===== config.mk =====
export PLATFORM = sky130hd
export DESIGN_NAME = cla_addsub_pipe
export DESIGN_NICKNAME = d
export VERILOG_FILES = /design/src/rtl/cla_pkg.sv /design/src/rtl/cla_group.sv /design/src/rtl/cla_addsub_pipe.sv
export SDC_FILE = /design/constraint.sdc
export NUM_CORES = 1
export LEC_CHECK = 0
export CORE_MARGIN = 3
export CORE_UTILIZATION = 50
export DETAILED_ROUTE_END_ITERATION = 12
export PLACE_DENSITY = 0.76
export SLEW_MARGIN = 20
export SYNTH_ARGS = -nofsm -noshare
export SYNTH_HDL_FRONTEND = slang
export SYNTH_HIERARCHICAL = 1
export SYNTH_SLANG_ARGS = --single-unit

===== constraint.sdc =====
create_clock -name clk -period 2.4 [get_ports clk]
set_clock_uncertainty 0.1 [all_clocks]
set_input_delay 0.48 -clock clk [delete_from_list [all_inputs] [get_ports clk]]
set_output_delay 0.48 -clock clk [all_outputs]
set_load 0.01 [all_outputs]

===== src/rtl/cla_pkg.sv =====
// ============================================================================
// Module : cla_pkg
// Brief  : Shared constants and helpers for the pipelined CLA add/sub unit.
// Rev    : 1.0 - initial release
// ============================================================================
`default_nettype none

package cla_pkg;

    localparam logic MODE_ADD = 1'b0;
    localparam logic MODE_SUB = 1'b1;

    function automatic int calc_nstage(input int width, input int group);
        return (width + group - 1) / group;
    endfunction

    // The last group takes whatever bits remain, so it may be narrower.
    function automatic int group_width(input int width, input int group, input int k);
        int lo;
        lo = k * group;
        return ((width - lo) < group) ? (width - lo) : group;
    endfunction

    function automatic logic sat_max_bit(input int idx, input int width);
        return (idx == width - 1) ? 1'b0 : 1'b1;
    endfunction

    function automatic logic sat_min_bit(input int idx, input int width);
        return (idx == width - 1) ? 1'b1 : 1'b0;
    endfunction

endpackage

`default_nettype wire


===== src/rtl/cla_group.sv =====
// ============================================================================
// Module : cla_group
// Brief  : Combinational carry-lookahead group; every carry is a flat
//          sum-of-products of generate/propagate terms and carry-in.
// Rev    : 1.0 - initial release
// ============================================================================
`default_nettype none

module cla_group #(
    parameter int GW = 5
) (
    input  logic [GW-1:0] a,
    input  logic [GW-1:0] b,
    input  logic          cin,
    output logic [GW-1:0] sum,
    output logic          cout,
    output logic          c_msb
);

    logic [GW-1:0] g;
    logic [GW-1:0] p;
    logic [GW:0]   c;
    logic          pp;

    assign g = a & b;
    assign p = a ^ b;

    // c[i] = g[i-1] | p[i-1]g[i-2] | ... | p[i-1:0]cin, built term by term.
    always_comb begin
        c  = '0;
        pp = 1'b0;
        for (int i = 0; i <= GW; i++) begin
            pp = 1'b1;
            for (int j = i - 1; j >= 0; j--) begin
                c[i] = c[i] | (g[j] & pp);
                pp   = pp & p[j];
            end
            c[i] = c[i] | (pp & cin);
        end
    end

    assign sum   = p ^ c[GW-1:0];
    assign cout  = c[GW];
    assign c_msb = c[GW-1];

endmodule

`default_nettype wire


===== src/rtl/cla_addsub_pipe.sv =====
// ============================================================================
// Module : cla_addsub_pipe
// Brief  : Pipelined carry-lookahead adder/subtractor, one lookahead group per
//          stage, valid/ready on both sides. Define CLA_PIPE_SAT_EN to clamp
//          out_sum on signed overflow.
// Rev    : 1.0 - initial release
// ============================================================================
`default_nettype none

module cla_addsub_pipe
    import cla_pkg::*;
#(
    parameter int WIDTH = 15,
    parameter int GROUP = 5
) (
    input  logic             clk,
    input  logic             rst_n,
    input  logic             in_valid,
    output logic             in_ready,
    input  logic [WIDTH-1:0] in_a,
    input  logic [WIDTH-1:0] in_b,
    input  logic             in_mode,
    output logic             out_valid,
    input  logic             out_ready,
    output logic [WIDTH-1:0] out_sum,
    output logic             out_cout,
    output logic             out_ovf
);

    localparam int NSTAGE = calc_nstage(WIDTH, GROUP);
    localparam int LAST   = NSTAGE - 1;

    logic [WIDTH-1:0] a_q     [NSTAGE];
    logic [WIDTH-1:0] b_q     [NSTAGE];
    logic [WIDTH-1:0] sum_q   [NSTAGE];
    logic             cout_q  [NSTAGE];
    logic             valid_q [NSTAGE];
    logic             cmsb_q;

    logic [WIDTH-1:0] src_a   [NSTAGE];
    logic [WIDTH-1:0] src_b   [NSTAGE];
    logic [WIDTH-1:0] src_sum [NSTAGE];
    logic             src_c   [NSTAGE];
    logic             src_v   [NSTAGE];
    logic             grp_cmsb[NSTAGE];

    logic [NSTAGE-1:0] adv;

    // Advance requests propagate backwards from the consumer so bubbles collapse.
    always_comb begin
        adv       = '0;
        adv[LAST] = !valid_q[LAST] || out_ready;
        for (int k = LAST - 1; k >= 0; k--) begin
            adv[k] = !valid_q[k] || adv[k+1];
        end
    end

    assign in_ready = rst_n && adv[0];

    for (genvar k = 0; k < NSTAGE; k++) begin : g_stage
        localparam int               LO       = k * GROUP;
        localparam int               GW       = group_width(WIDTH, GROUP, k);
        localparam int               HI       = LO + GW;
        localparam logic [WIDTH-1:0] REM_MASK = {WIDTH{1'b1}} << HI;

        logic [GW-1:0]    grp_sum;
        logic             grp_cout;
        logic [WIDTH-1:0] sum_d;

        if (k == 0) begin : g_head
            assign src_a[k]   = in_a;
            assign src_b[k]   = (in_mode == MODE_ADD) ? in_b : ~in_b;
            assign src_c[k]   = (in_mode == MODE_SUB);
            assign src_sum[k] = '0;
            assign src_v[k]   = in_valid;
        end else begin : g_body
            assign src_a[k]   = a_q[k-1];
            assign src_b[k]   = b_q[k-1];
            assign src_c[k]   = cout_q[k-1];
            assign src_sum[k] = sum_q[k-1];
            assign src_v[k]   = valid_q[k-1];
        end

        cla_group #(
            .GW (GW)
        ) u_group (
            .a     (src_a[k][LO +: GW]),
            .b     (src_b[k][LO +: GW]),
            .cin   (src_c[k]),
            .sum   (grp_sum),
            .cout  (grp_cout),
            .c_msb (grp_cmsb[k])
        );

        always_comb begin
            sum_d            = src_sum[k];
            sum_d[LO +: GW]  = grp_sum;
        end

        always_ff @(posedge clk or negedge rst_n) begin
            if (!rst_n) begin
                valid_q[k] <= 1'b0;
                a_q[k]     <= '0;
                b_q[k]     <= '0;
                sum_q[k]   <= '0;
                cout_q[k]  <= 1'b0;
            end else if (adv[k]) begin
                valid_q[k] <= src_v[k];
                if (src_v[k]) begin
                    a_q[k]    <= src_a[k] & REM_MASK;
                    b_q[k]    <= src_b[k] & REM_MASK;
                    sum_q[k]  <= sum_d;
                    cout_q[k] <= grp_cout;
                end
            end
        end

        if (k == LAST) begin : g_tail
            always_ff @(posedge clk or negedge rst_n) begin
                if (!rst_n) begin
                    cmsb_q <= 1'b0;
                end else if (adv[k] && src_v[k]) begin
                    cmsb_q <= grp_cmsb[k];
                end
            end
        end
    end

    assign out_valid = valid_q[LAST];
    assign out_cout  = cout_q[LAST];
    assign out_ovf   = cmsb_q ^ cout_q[LAST];

`ifdef CLA_PIPE_SAT_EN
    logic [WIDTH-1:0] sat_val;

    // On overflow the wrapped sign is inverted, so a set MSB means the true result is positive.
    always_comb begin
        sat_val = '0;
        for (int i = 0; i < WIDTH; i++) begin
            sat_val[i] = sum_q[LAST][WIDTH-1] ? sat_max_bit(i, WIDTH) : sat_min_bit(i, WIDTH);
        end
    end

    assign out_sum = out_ovf ? sat_val : sum_q[LAST];
`else
    assign out_sum = sum_q[LAST];
`endif

endmodule

`default_nettype wire


Yosys cells after proc, flatten, opt, wreduce, memory -nomap -nowiden

Cells that the tools add are included.

$lt $le $gt $ge: 0
Divide/modulo/power cells: 0
Multiply operators: 0
Equality and inequality tests: 0
Bitwise gates (word level): 131
Muxes and demuxes: 1
Shift operators: 0
$add $sub $neg: 0
Reduce and logical (&&, ||, !) cells: 11

Operators with widths:

| cell                | number |
|---|---|
| $and A1 B1 Y1       | 75 |
| $or A1 B1 Y1        | 45 |
| $xor A5 B5 Y5       | 6 |
| $and A5 B5 Y5       | 3 |
| $mux W15            | 1 |
| $not A15 Y15        | 1 |
| $reduce_and A2 Y1   | 3 |
| $logic_not A1 Y1    | 3 |
| $logic_or A1 B1 Y1  | 3 |
| $logic_and A1 B1 Y1 | 2 |
| $xor A1 B1 Y1       | 1 |

Bits of input ports: 35
Output and inout bits: 19
Flip-flop bits (word level): 67
Bits in read-only memories: 0
Latch bits: 0
Memories kept: 0
Bits in writable memories: 0
Word-level logic and storage cells: 157

Longest topological paths before layout

Depth after elaboration: 9
Mapped depth: 8
Depth with buffers taken out: 6

By module

Netlist, hierarchy kept.

Modules (own cells, without submodules):

| module          | seq. area each (µm²) | area an instance (µm²) | instances | cells an instance |
|---|---|---|---|---|
| cla_addsub_pipe | 1676.6               | 2677.6                 | 1         | 164 |
| cla_group       | 0.0                  | 203.9                  | 3         | 24 |

Least setup slack after synthesis

OpenSTA, ideal clock, no wires.

Path kind: input -> register
From: input port in_mode
To: register cout_q[2] in the netlist's numbering
Path buffers: 2
Data required time: 2175 ps
Path slack: -137 ps
Stages on the path: 8
Arrival time: 2312 ps
Library setup time: 125 ps
Cells stage by stage: buf_2 -> buf_4 -> xor2_1 -> ha_1 -> and3_2 -> a2111o_1 -> a21o_1 -> mux2_2

RTL lines:

| what                           | RTL line               | RTL |
|---|---|---|
| start: declaration             | cla_addsub_pipe.sv:22  | `input logic in_mode,` |
| end signal: indexed assignment | cla_addsub_pipe.sv:113 | `cout_q[k] <= grp_cout;` |
| end: declaration               | cla_addsub_pipe.sv:36  | `logic cout_q [NSTAGE];` |

==> reports/qor.csv <==
metric,value,unit
status,completed,
Multi-input gate area,1510,um^2
"Clk Latency, worst-skew pair",0.33,ns
core footprint,6130,um^2
synth unique cells,27,
CP required,2.52,ns
root buf cell,clkbuf_8,
Worst R2R Setup Slack,0.35,ns
initial antenna violation count,0,
DRC,0,
worst setup path category,input port to register,
power per cell area,1000,nW/um^2
Final HPWL DP,3920,um
Die ar.,7590,um^2
Post-Layout Cell Count,382,
Critical Path Stages,7,
wire per inst,14.2,um
Post-synth EDFFs,0,
"Max FO, Critical Path",4,
gr ovfl total,0,
via count,2002,
post-synthesis cell count,236,
CP Data Arrival Time,2.48,ns
top post-synthesis cells by area,"dfrtp_1, mux2_2, mux2_1, xor2_1, ha_1",
Post-Syn Nets,289,
vias in the first global route,2098,
GRT Total Usage,16.4,%
design area,4120,um^2
Max Freq,424,MHz
cell count after placement,366,
Final #Nets,355,
Antenna Violating Nets Remaining,0,
final worst slack,0.0420,ns
"Slowest-stage cell, CP",a2111o_1,
Worst Path Buf+Inv,1,
Slew @ Worst Pin,0.821,ns
final wirelength,5430,um
total clock sinks,67,
syn avg cell area,13.9,um^2
most frequent cell after synthesis,dfrtp_1,
"Slew Viols, Final",0,
die width,87.1,um
Area Growth Syn to Fin,25.4,%
"Reg clk slew, reported paths",0.07,ns
Yosys warnings,6,
final hold vios,0,
Critical Path Source Type,input port,
"Top FF cell, synth",dfrtp_1,
relative slew slack,45.3,%
sequential area share after synthesis,51.0,%
Worst R2R End,cout_q[1],
final RePlAce weighted congestion,0.770,
Synth area leader,dfrtp_1,
final setup violation count,0,
critical-path cell list,"clkdlybuf4s50_1, xor2_1, ha_1, and3_1, a2111o_1, a21o_1, mux2_2",
Pre-antenna DRT Iters,4,
hold_buf cts,0,
VDD IR max,0.000554,V
Register-to-Register Path Depth,5,
Max Cap Viol,0,
post-CTS setup buffer count,0,
part of the cycle the worst path needs,98.3,%
Critical path origin,in_b[3],
n_diodes,0,
TritonCTS clock tree,done,
endpoint type of the worst setup path,register,
FF+latch area,1680,um^2
clk buf depth,2,
synthesized cell area,3290,um^2
CTS Buf Count,9,
"Power, Total",4130,uW
DRT iter0 DRCs,59,
num ports,54,
crit-path leading delay family,compound AO/OA/AOI/OAI gates,
global-route wire length before repair,9450,um
Yosys reg bits,67,
Synth top cells by count,"dfrtp_1, mux2_2, xor2_1, mux2_1, ha_1",
largest net degree at the start of global routing,68,
share of cells above drive strength 1,24.4,%
Hold Crit Class,input port to async pin,
DIE HEIGHT,87.1,um
Fillers,472,
worst setup path end,cout_q[2],
Initial Util,53.7,%
ys async rst share,100,%
Reg-to-Reg Start,a_q[37],
PortBufs,53,
post-place setup slack,-0.473,ns
CP max stage delay,0.45,ns
Std-Cell Rows,28,
P_leak,0.00188,uW
mean number of vias per cell,5.24,
Synth top area share,51.0,%
placed cell area,3920,um^2
post-layout util,67.3,%
H-Tree Level Count,3,
Tmin final,2.36,ns
==> layer usage <==
layer	vias to the layer above	GRT usage (%)	routed length, um
met5	-	0	0
met4	0	7.53	89
met3	8	3.97	230
met2	37	28.8	2810
met1	999	18.7	2290
li1	958	-	-
==> state kept, by name, summed over array words and instances (netlist names) <==
register       flops
a_q               15
b_q               15
cmsb_q             1
cout_q             2
g_stage.sum_d     15
out_cout           1
out_sum           15
out_valid          1
src_v              2
==> worst min-delay path by stage <==
stage               cells past startpoint                start                   to
floorplan                               0                rst_n              a_q[25]
global placement                        1  g_stage[1].sum_d[0]  g_stage[1].sum_d[0]
detailed placement                      1              b_q[42]              b_q[42]
CTS                                     2                rst_n             src_v[1]
global route                            2                rst_n             src_v[1]
finish                                  2                rst_n             src_v[1]
==> cell usage in the layout, fill, tap and decap left out <==
cell type / netlist / final
and2_1: 4 / 4
and3_2: 3 / 3
inv_1: 12 / 12
mux2_2: 44 / 44
nand4b_2: 1 / 1
xor2_2: 0 / 1
nand2b_1: 4 / 4
clkbuf_8: 0 / 13
clkdlybuf4s50_1: 0 / 50
dlygate4sd2_1: 0 / 1
o21ai_0: 3 / 3
a211oi_1: 3 / 3
dfrtp_1: 67 / 67
clkbuf_1: 0 / 2
and3_1: 3 / 3
dlymetal6s2s_1: 0 / 1
nand3b_1: 1 / 1
xor2_1: 22 / 21
o21bai_1: 3 / 3
a2111o_1: 3 / 3
nand2_1: 1 / 1
mux2_1: 20 / 20
a21oi_1: 3 / 3
xnor2_1: 6 / 6
buf_4: 3 / 8
buf_12: 0 / 1
nand2_4: 1 / 1
nand2_2: 1 / 1
buf_2: 1 / 1
ha_1: 15 / 15
fa_1: 3 / 3
a21o_1: 6 / 6
clkinv_2: 0 / 1
==> final cells by class <==
| cell class | count | share of cell area (%) |
|---|---|---|
| clock buffers | 15 | 4.52 |
| clock inverters | 1 | 0.121 |
| inverters | 12 | 1.09 |
| multi-input cells | 150 | 36.6 |
| flip-flops and latches | 67 | 40.7 |
| well taps | 75 | 2.28 |
| repair buffers | 62 | 14.7 |
==> report_power, final <==
group          switching [uW]  internal (uW)
Combinational             589            927
Sequential                209           1520
Clock                     389            488
==> stage by stage <==
step / setup TNS (ns) / hold slack, ns
final: 0 / 0.234
after global routing: -0.00145 / 0.320
after CTS: 0 / 0.267
after detailed placement: -1.56 / 0.379
after global placement: -1.24 / 0.371
after floorplan: -0.0257 / 0.0844
==> logic make-up after synthesis <==
logic type,Yosys count,synth area share [%]
mux,64,21.9
compound gates,21,4.68
xor+xnor,28,7.46
buf+inv,19,3.35
flops,67,51.0
simple gates,19,4.11
fa+ha+maj,18,7.53
==> timing repair <==
item	4_1_cts	5_1_grt
pin swaps	0	1
setup endpoints to repair	2	3
hold endpoints to repair	0	0
resized for setup	1	2
No activity file was read; power rests on OpenSTA's default activity.
